==> config.mk <==
export PLATFORM = sky130hd
export DESIGN_NAME = demux1_to_8_deser
export DESIGN_NICKNAME = d
export VERILOG_FILES = /design/src/rtl/demux1_to_8_deser_pkg.sv /design/src/rtl/demux1_to_8_deser_out_buf.sv /design/src/rtl/demux1_to_8_deser.sv
export SDC_FILE = /design/constraint.sdc
export NUM_CORES = 1
export LEC_CHECK = 0
export BUFFER_PORTS_ARGS = -buffer_cell sky130_fd_sc_hd__buf_2
export CORE_MARGIN = 4
export CORE_UTILIZATION = 45
export DETAILED_ROUTE_END_ITERATION = 16
export GPL_TIMING_DRIVEN = 0
export HOLD_SLACK_MARGIN = 0.08
export PLACE_DENSITY = 0.66
export SYNTH_ARGS = -nofsm -noshare
export SYNTH_HDL_FRONTEND = slang
export SYNTH_SLANG_ARGS = --single-unit
==> constraint.sdc <==
create_clock -name clk -period 3.2 [get_ports clk]
set_input_delay 0 -clock clk [delete_from_list [all_inputs] [get_ports clk]]
set_output_delay 0 -clock clk [all_outputs]
set_load 0.03 [all_outputs]
==> src/rtl/demux1_to_8_deser_pkg.sv <==
`default_nettype none
// ============================================================================
// Module      : demux1_to_8_deser_pkg
// Description : Shared constants and helpers for the slot-multiplexed link
//               (mux and deserializer sides use the same slot geometry).
// Revision    : 1.0 - initial release
// ============================================================================
package demux1_to_8_deser_pkg;

  localparam int NUM_SLOTS = 8;
  localparam int SLOT_W    = 3;
  localparam int WORD_W    = 8;

  // Map a slot index to the word bit it fills, honouring bit ordering.
  function automatic logic [SLOT_W-1:0] slot_to_bit(input logic [SLOT_W-1:0] s,
                                                   input bit msb_first);
    return msb_first ? (SLOT_W'(NUM_SLOTS - 1) - s) : s;
  endfunction

endpackage
`default_nettype wire

==> src/rtl/demux1_to_8_deser_out_buf.sv <==
`default_nettype none
// ============================================================================
// Module      : deser_out_buf
// Description : One-entry valid/ready holding register for completed words.
//               A load while the entry is occupied and not draining is
//               dropped and flagged with a one-cycle overrun pulse.
// Revision    : 1.0 - initial release
// ============================================================================
module deser_out_buf
  import demux1_to_8_deser_pkg::*;
#(
  parameter int WIDTH = WORD_W
) (
  input  logic             clk,
  input  logic             rst_n,
  input  logic             load,
  input  logic [WIDTH-1:0] data,
  input  logic             ready,
  output logic [WIDTH-1:0] dout,
  output logic             dout_valid,
  output logic             overrun
);

  logic [WIDTH-1:0] r_dout;
  logic             r_valid;
  logic             r_overrun;
  logic             w_free;

  // The entry can take a new word if empty or being drained this cycle.
  assign w_free = ~r_valid | ready;

  // Holding register: load wins over drain so back-to-back words keep valid high.
  always_ff @(posedge clk) begin
    if (!rst_n) begin
      r_dout    <= '0;
      r_valid   <= 1'b0;
      r_overrun <= 1'b0;
    end else begin
      r_overrun <= load & ~w_free;
      if (load && w_free) begin
        r_dout  <= data;
        r_valid <= 1'b1;
      end else if (r_valid && ready) begin
        r_valid <= 1'b0;
      end
    end
  end

  assign dout       = r_dout;
  assign dout_valid = r_valid;
  assign overrun    = r_overrun;

endmodule
`default_nettype wire

==> src/rtl/demux1_to_8_deser.sv <==
`default_nettype none
// ============================================================================
// Module      : demux1_to_8_deser
// Description : Serial-to-parallel receiver. Reassembles 8-bit words from a
//               slot-multiplexed bit stream and hands them downstream through
//               a one-entry valid/ready buffer.
// Revision    : 1.0 - initial release
// ============================================================================
module demux1_to_8_deser
  import demux1_to_8_deser_pkg::*;
#(
  parameter bit MSB_FIRST = 1'b0
) (
  input  logic              clk,
  input  logic              rst_n,
  input  logic              din,
  input  logic              din_valid,
  input  logic              sync,
  output logic [SLOT_W-1:0] slot,
  output logic [WORD_W-1:0] dout,
  output logic              dout_valid,
  input  logic              dout_ready,
  output logic              overrun
);

  localparam logic [SLOT_W-1:0] c_last_slot = SLOT_W'(NUM_SLOTS - 1);

  logic [SLOT_W-1:0] r_slot;
  logic [SLOT_W-1:0] w_slot_nxt;
  logic [SLOT_W-1:0] w_fill_slot;
  logic [SLOT_W-1:0] w_bitpos;
  logic [WORD_W-1:0] r_asm;
  logic [WORD_W-1:0] w_asm_nxt;
  logic [WORD_W-1:0] w_word;
  logic              w_complete;

  // Next slot/assembly state; sync discards the partial word and restarts at slot 0.
  always_comb begin
    w_fill_slot = sync ? '0 : r_slot;
    w_bitpos    = slot_to_bit(w_fill_slot, MSB_FIRST);
    w_word      = sync ? '0 : r_asm;
    w_word[w_bitpos] = din;
    w_complete  = din_valid & ~sync & (r_slot == c_last_slot);
    w_slot_nxt  = r_slot;
    w_asm_nxt   = r_asm;
    if (sync) begin
      w_slot_nxt = '0;
      w_asm_nxt  = '0;
      if (din_valid) begin
        w_slot_nxt = SLOT_W'(1);
        w_asm_nxt  = w_word;
      end
    end else if (din_valid) begin
      if (w_complete) begin
        w_slot_nxt = '0;
        w_asm_nxt  = '0;
      end else begin
        w_slot_nxt = r_slot + SLOT_W'(1);
        w_asm_nxt  = w_word;
      end
    end
  end

  // Slot counter and assembly register.
  always_ff @(posedge clk) begin
    if (!rst_n) begin
      r_slot <= '0;
      r_asm  <= '0;
    end else begin
      r_slot <= w_slot_nxt;
      r_asm  <= w_asm_nxt;
    end
  end

  assign slot = r_slot;

  deser_out_buf #(
    .WIDTH (WORD_W)
  ) u_out_buf (
    .clk        (clk),
    .rst_n      (rst_n),
    .load       (w_complete),
    .data       (w_word),
    .ready      (dout_ready),
    .dout       (dout),
    .dout_valid (dout_valid),
    .overrun    (overrun)
  );

endmodule
`default_nettype wire

==> results.md, run 1 <==
* #FFs+latches synth at 21
* Area of the die at about 3400 sq um
* Number of antenna violations at the first check in global routing at 0
* Iter 0 DRT Violations at 21
* WP buf/inv at 0
* Placed Cells at 166
* Required time of the critical path at between 3 and 4 ns
* First-pass GRT wire length at approximately 4200 um
* Min Hold Slack at ~0.13 ns
* Post-Syn Area at 1130 sq um
* Setup CP Type: flop to flop
* Syn nets at 130
* Setup-failing EPs final at 0
* All-Layer GR Usage at 15.7%
* Maximum fanout along the worst path at 11
* Non-Filler Instances at around 170
* Cts bufs inserted at 3
* Sequential share of the synthesized area at between 30 and 40%
* Hold-fix buffers, CTS at 4
* Hold Fails Final Rpt at 0
* # IOs at 19
* Syn. warnings at 0
* Worst Hold Class: input port to flop
* Worst Slack Setup Final at ~1.5 ns
* Number of global-route vias before repair at between 900 and 1000
* Via density at 5.56
* CTS tree: done
* Clk sinks at 21
* Yosys cell types at 36
* DRC Markers at 0
* Most frequent cells in the layout: 21 x dfxtp_1, 18 x buf_2, 9 x a21oi_1
* Fin nets at ~160
* CP peak stage delay at approximately 0.58 ns
* Total setup buffers inserted after CTS at 0
* Critical path's slowest cell: dfxtp_1
* CP Cell Sequence: ha_1, nor2b_1, o21a_1, o21ai_0
* Max Cap Violations at 0
* Diode count at 0
* DIE WIDTH at between 50 and 60 um
* Die height at 58.0 um
* Via Count at between 900 and 1000
* Critical path's top delay family: flip-flops
* Post-route antenna net violation count at 0
* Startpoint types: flop
* Starting density of the core at approximately half
* Most common cell after layout, fill and taps aside: dfxtp_1
* Critical path arrival at around 1.9 ns
* CTS Root Cell: clkbuf_4
* Mean Syn Cell Area at approximately 9 sq um
* Post-Route Skew at ~0.019 ns
* Layout cells sized above 1 at approximately a quarter
* Worst-path clk slew at between 0.1 and 0.15 ns
* Core Area at 2300 sq um
* Placer Congestion at ~0.8
* Max Slew Vio Count at 0
* Clk buf depth at 2
* Slew @ Worst Pin at approximately 0.46 ns
* P&R area growth vs syn at 16.2%
* Tmin final at between 1.5 and 2 ns
* Per-cell routed wire length at about 14 um
* Post-Syn Instances at between 100 and 150
* Crit end category: flop
* Grt total ovfl at 0
* Largest net degree at the start of global routing at 13
* Slew HR at 69.6%
* Outcome: finished clean
* Worst-Skew Late Latency at 0.31 ns
* Post-Route Setup TNS at 0 ns
* # H-tree levels at 1
* Pre-CTS setup slack at around 1.5 ns
* Leakage at around 0.51 nW
* RSZ-0062 raised after global routing: no
* IO Port Bufs at 16
* Max Freq at approximately 580 MHz
* Row count at 17
* Power density cells at ~340 nW/um^2
* Drt pass-1 iters at 4
* VDD IR max at approximately 0.22 mV
* Post-cts sizing count at 0
* Drt total wl at between 2000 and 2500 um
* Post-route clock period utilization at between 50% and 60%
* Dpl hpwl at around 1800 um
==> power breakdown <==
group,switching (mW),total [mW],internal (mW)
sequential,0.00127,0.265,0.264
combinational,0.0274,0.0458,0.0184
clock,0.0823,0.129,0.0466
total,0.111,0.440,0.329
==> per-layer routing <==
layer | vias up | wire, um | global-route usage, %
met5 | - | 0 | 0
met4 | 0 | 15 | 1.99
met3 | 2 | 115 | 4.01
met2 | 19 | 1190 | 25.6
met1 | 456 | 1140 | 21.4
li1 | 490 | - | -
==> worst min-delay path, stage by stage <==
cell	delay, ns
buf_2	0.16
mux2i_1	0.16
a211oi_1	0.09
==> synth_stat cells (all sizes together) <==
library cell / n / area (sq um)
a211oi: 7 / 72.6
a21boi: 1 / 7.51
a21oi: 9 / 45.0
a2bb2oi: 1 / 8.76
a31oi: 1 / 6.26
and2: 2 / 12.5
and3: 1 / 6.26
and3b: 4 / 37.5
buf: 8 / 58.8
clkbuf: 3 / 11.3
clkinv: 1 / 3.75
dfxtp: 21 / 420
ha: 2 / 25.0
mux2i: 8 / 80.1
nand2: 8 / 30.0
nand2b: 4 / 25.0
nand3: 2 / 10.0
nand3b: 1 / 7.51
nand4: 6 / 37.5
nand4b: 1 / 8.76
nor2: 5 / 18.8
nor2b: 3 / 18.8
nor3: 1 / 5.00
nor3b: 3 / 43.8
o211ai: 1 / 7.51
o21a: 7 / 52.6
o21ai: 8 / 40.0
o221a: 1 / 11.3
or2b: 1 / 7.51
or3: 1 / 6.26
==> flip-flops by register name, summed over array words and instances (netlist names) <==
signal	count
r_asm	8
u_out_buf.overrun	1
slot	3
u_out_buf.dout	8
u_out_buf.dout_valid	1
==> final cells by class <==
| type | instances | area (sq um) |
|---|---|---|
| fillers | 217 | 988 |
| multi-input cells | 89 | 632 |
| flip-flops and latches | 21 | 420 |
| repair buffers | 20 | 120 |
| plain buffers | 11 | 70.1 |
| well taps | 28 | 35.0 |
| clock buffers | 3 | 22.5 |
| clock inverters | 1 | 5.00 |
| inverters | 1 | 3.75 |
==> cell families (layout without fill, tap and decap cells) <==
logic type / after synthesis / count (layout) / share of synthesized area (%)
muxes: 8 / 8 / 7.11
buffers and inverters: 12 / 36 / 6.56
and+or+nand+nor: 43 / 43 / 24.4
adders and majority gates: 2 / 2 / 2.22
DFF: 21 / 21 / 37.3
AOI/OAI and AO/OA: 36 / 36 / 22.3
==> stage by stage <==
stage                     cell area (sq um)  total power [mW]  utilization [%]
after detailed placement               1240             0.313             54.0
after global routing                   1310             0.460             57.0
after global placement                 1240             0.312             54.0
after floorplan                        1130             0.301                -
final                                  1310             0.440             57.0
after CTS                              1310             0.445             57.0
==> path summary, 6_finish.rpt <==
check	from	end	slack [ns]	cells past startpoint
worst max-delay path	slot[2]	r_asm[2]	1.49	4
worst min-delay path	din	u_out_buf.dout[6]	0.13	3
worst max register to register	slot[2]	r_asm[2]	1.49	4
worst min register to register	r_asm[6]	r_asm[6]	0.46	2
Power figures use the tool's default switching activity.
==> inputs of run 2 (changes only) <==
- PLACE_DENSITY: 0.66 -> 0.69
- clock period: 3.2 -> 1.5 ns (I/O delays scaled with it)
==> results.md, run 2 (synthesis results as in run 1) <==
* Starting density of the core at around half
* Worst Slack Setup Final at 0.0859 ns
* Required time of the critical path at between 1.5 and 2 ns
* WP buf/inv at 1
* IO Port Bufs at 16
* Dpl hpwl at between 1500 and 2000 um
* Max Freq at 707 MHz
* Comb power frac at a little over a tenth
* FF-to-FF Start: slot[0]
* Critical path's top delay family: flip-flops
* Per-cell routed wire length at 14.7 um
* # IOs at 19
* RSZ-0062 raised after global routing: no
* Drt pass-1 iters at 4
* CP peak stage delay at around 0.38 ns
* Maximum fanout along the worst path at 10
* Fin nets at about 150
* Sw power at around 240 uW
* Worst-Skew Late Latency at around 0.3 ns
* Post-Route Setup TNS at 0 ns
* Switching share of total power at approximately a quarter
* Iter 0 DRT Violations at 25
* Clock Power Share at 29.6%
* FF-to-FF End: u_out_buf.dout[0]
* Row count at 17
* Largest net degree at the start of global routing at 13
* Hold Path Cell Cnt at 3
* CTS Root Cell: clkbuf_4
* DIE WIDTH at approximately 58 um
* Core Area at roughly 2300 sq um
* Reg power frac at approximately three fifths
* VDD IR max at slightly above 0.4 mV
* Hold Path Sink: u_out_buf.dout[3]
* Die height at roughly 58 um
* Clk sinks at 21
* Diode count at 0
* R2r worst-path depth at 6
* CP Cell Sequence: ha_4, ha_4, and3b_1, buf_4, o211ai_1, o221a_1
* Hold Fails Final Rpt at 0
* Cts bufs inserted at 3
* Placer Congestion at approximately 0.77
* Via density at roughly 5.6
* Number of antenna violations at the first check in global routing at 0
* Post-Route Skew at 0.00181 ns
* Leakage at a little over 0.5 nW
* Max Cap Violations at 0
* Power density cells at about 700 nW/um^2
* P&R area growth vs syn at 19.2%
* Critical path arrival at around 1.6 ns
* DRC Markers at 0
* Tmin final at 1.41 ns
* Via Count at slightly below 1000
* Worst Hold Class: input port to flop
* All-Layer GR Usage at approximately 16%
* Area of the die at about 3400 sq um
* Number of global-route vias before repair at roughly 930
* Startpoint types: flop
* Max Slew Vio Count at 0
* Setup CP Type: flop to flop
* Slew @ Worst Pin at between 0.4 and 0.5 ns
* Most frequent cells in the layout: 18 x buf_2, 18 x dfxtp_1, 9 x a21oi_1
* Post-route clock period utilization at around 94%
* Slew HR at about two thirds
* Worst-path clk slew at between 0.1 and 0.15 ns
* Pre-CTS setup slack at roughly 0.024 ns
* # H-tree levels at 1
* First-pass GRT wire length at 4210 um
* Setup-failing EPs final at 0
* Cell internal pwr at 699 uW
* Post-route antenna net violation count at 0
* Grt total ovfl at 0
* Clk buf depth at 2
* Total power at approximately 940 uW
* Hold Path Origin: din
* Layout cells sized above 1 at between 30% and 40%
* Post-layout util at 58.4%
* Crit end category: flop
* Critical path's slowest cell: dfxtp_4
* Most used cell, CP: ha_4
* R2R Setup Slk at approximately 0.086 ns
* Drt total wl at about 2600 um
* CTS tree: done
* Outcome: finished clean
-- run 2: cell types whose count changed in the layout (fill, tap and decap cells not counted), sizes merged --
cell | before | now
clkbuf | 6 | 5
-- run 2: worst max-delay path by stage --
stage          startpoint           endpoint  slack, ns  cells after the start
6_report          slot[0]  u_out_buf.dout[0]       0.09                      6
5_1_grt           slot[0]  u_out_buf.dout[0]      0.008                      6
4_1_cts           slot[0]  u_out_buf.dout[0]      0.004                      6
3_5_place_dp      slot[0]  u_out_buf.dout[0]       0.02                      6
3_3_place_gp      slot[0]  u_out_buf.dout[0]       0.02                      6
2_1_floorplan     slot[0]  u_out_buf.dout[0]       0.02                      6
-- run 2: worst min-delay path, stage by stage --
cell and delay, ns:
buf_2 0.16, mux2i_1 0.15, a211oi_1 0.08
-- run 2: stage by stage --
step	instances	instance area (sq um)	hold WS [ns]
floorplan	122	1160	0.142
global placement	166	1270	0.289
detailed placement	166	1270	0.295
CTS	174	1340	0.130
global route	173	1340	0.148
finish	173	1340	0.135
-- run 2: power groups by stage --
stage | combinational [mW] | clock, mW | sequential, mW
after floorplan | 0.0610 | 0 | 0.582
after global placement | 0.0885 | 0 | 0.577
after detailed placement | 0.0909 | 0 | 0.578
after CTS | 0.0989 | 0.297 | 0.565
after global routing | 0.109 | 0.317 | 0.564
final | 0.0996 | 0.278 | 0.563
-- run 2: per-layer routing --
layer  wire (um)  track usage [%]
met1        1160             20.6
met3         150             2.45
met4          18             6.29
met5           0                0
met2        1230             26.8
-- run 2: cell type report --
class	count	area [sq um]
Inverter	1	3.75
Clock buffer	3	22.5
Multi-Input combinational cell	89	662
Tap cell	28	35.0
Sequential cell	21	432
Timing Repair Buffer	21	128
Clock inverter	1	5.00
Fill cell	210	955
Buffer	9	55.1
-- run 2: timing repair --
action | 4_1_cts | 5_1_grt
gates resized for setup | 0 | 3
hold buffers | 4 | 0
endpoints found under the hold margin | 7 | 0
setup endpoints to repair | 0 | 9
buffers inserted | 0 | 1
==> inputs of run 3 (changes only) <==
--- a/constraint.sdc
+++ b/constraint.sdc
@@ -3,2 +3,2 @@
 set_output_delay 0 -clock clk [all_outputs]
-set_load 0.03 [all_outputs]
+set_load 0.05 [all_outputs]
==> results.md, run 3 (synthesis results as in run 1) <==
* Non-Filler Instances at 174
* Hold Path Sink: u_out_buf.dout[3]
* Slew @ Worst Pin at ~0.44 ns
* Hold Path Cell Cnt at 3
* Area after DPL at ~1300 sq um
* Max Freq at about 680 MHz
* CP peak stage delay at roughly 0.38 ns
* FF-to-FF End: u_out_buf.dout[0]
* Total setup buffers inserted after CTS at 0
* Finished layout cell area at ~1400 sq um
* Most used cell, CP: ha_4
* Post-route antenna net violation count at 0
* Worst-Skew Late Latency at ~0.31 ns
* Core Area at between 2000 and 2500 sq um
* # IOs at 19
* Area of the die at around 3400 sq um
* Number of global-route vias before repair at ~950
* DIE WIDTH at between 50 and 60 um
* Slew HR at between 70% and 80%
* Critical path arrival at 1.69 ns
* Startpoint types: flop
* Critical path's top delay family: flip-flops
* Max Cap Violations at 0
* R2R Setup Slk at about 0.022 ns
* Most frequent cells in the layout: 18 x buf_2, 17 x dfxtp_1, 9 x a21oi_1
* Most common cell after layout, fill and taps aside: buf_2
* Critical Path Start: slot[0]
* Max Slew Vio Count at 0
* Via density at roughly 5.6
* Row count at 17
* Total power at 938 uW
* IO Port Bufs at 16
* Hold Path Origin: din
* Per-cell routed wire length at 14.4 um
* Post-Route Skew at between 0.01 and 0.015 ns
* Clk buf depth at 2
* VDD IR max at 0.711 mV
* Grt total ovfl at 0
* First-pass GRT wire length at between 4000 and 5000 um
* DRC Markers at 0
* Critical path's slowest cell: dfxtp_4
* Post-route clock period utilization at just under 100%
* Layout cells sized above 1 at 30.1%
* Worst Hold Class: input port to flop
* # H-tree levels at 1
* Dpl hpwl at roughly 1800 um
* Cts bufs inserted at 3
* Tmin final at roughly 1.5 ns
* Placer Congestion at ~0.75
* CTS Root Cell: clkbuf_4
* Largest net degree at the start of global routing at 12
* CTS tree: done
* Die height at approximately 58 um
* Power density cells at a little under 700 nW/um^2
* Drt total wl at around 2500 um
* Worst-path clk slew at approximately 0.12 ns
* CP Cell Sequence: ha_4, ha_4, and3b_1, and2_4, buf_6, o221a_1
* Drt pass-1 iters at 4
* P&R area growth vs syn at 19.9%
* Crit end category: flop
* Via Count at 975
* Number of antenna violations at the first check in global routing at 0
* CP Depth at 6
* Maximum fanout along the worst path at 8
* R2r worst-path depth at 6
* Leakage at approximately 0.51 nW
* RSZ-0062 raised after global routing: yes
* FF-to-FF Start: slot[0]
* Starting density of the core at roughly half
* Min Hold Slack at about 0.14 ns
* WP buf/inv at 1
* Clk sinks at 21
* # fillers at 214
* Iter 0 DRT Violations at 16
* Setup CP Type: flop to flop
* Required time of the critical path at roughly 1.7 ns
* Outcome: finished clean
* Setup-failing EPs final at 0
* Placed Cells at approximately 170
* Diode count at 0
* Post-Route Setup TNS at 0 ns
* Fin nets at approximately 160
* Hold Fails Final Rpt at 0
* All-Layer GR Usage at between 10% and 20%
[run 3: cell type report]
class / count / area, sq um / area share (%)
Inverter: 1 / 3.75 / 0.278
Sequential cell: 21 / 433 / 32.1
Tap cell: 28 / 35.0 / 2.60
Buffer: 11 / 70.1 / 5.19
Timing Repair Buffer: 20 / 120 / 8.90
Clock buffer: 4 / 26.3 / 1.95
Multi-Input combinational cell: 89 / 662 / 49.0
[run 3: through the flow]
stage                     setup WS (ns)  utilization (%)
after floorplan                 0.00868                -
after global placement           0.0443             55.7
after detailed placement         0.0318             55.7
after CTS                        0.0144             58.6
after global routing            -0.0158             58.8
final                            0.0222             58.8
[run 3: power by group]
part	switching, mW	internal (mW)	leakage, nW
combinational	0.0624	0.0402	0.322
clock	0.169	0.104	0.0150
sequential	0.00386	0.559	0.172
total	0.235	0.703	0.510
[run 3: layer usage]
metal / track usage [%] / routed length [um] / share of wire, % / vias up
met4: 2.98 / 6 / 0.24 / 0
met2: 26.1 / 1200 / 48 / 22
met1: 19.8 / 1170 / 47 / 460
li1: - / - / - / 491
met3: 4.01 / 120 / 4.8 / 2
met5: 0 / 0 / 0 / -
[run 3: worst max path at each step]
stage,end
2_1_floorplan,u_out_buf.dout[0]
3_3_place_gp,u_out_buf.dout[0]
3_5_place_dp,u_out_buf.dout[0]
4_1_cts,u_out_buf.dout[0]
5_1_grt,u_out_buf.dout[0]
6_report,u_out_buf.dout[0]
[run 3: worst register-to-register path, delay by kind of cell, from the launching register on]
family | cells | cell delay, ns
simple gates | 2 | 0.31
fa+ha+maj | 2 | 0.33
compound gates | 1 | 0.24
flops | 1 | 0.38
buf+inv | 1 | 0.13
[run 3: what timing repair did]
action	4_1_cts	5_1_grt
endpoints found under the setup margin	0	4
endpoints found under the hold margin	7	0
hold buffers	4	0
resized for setup	0	2
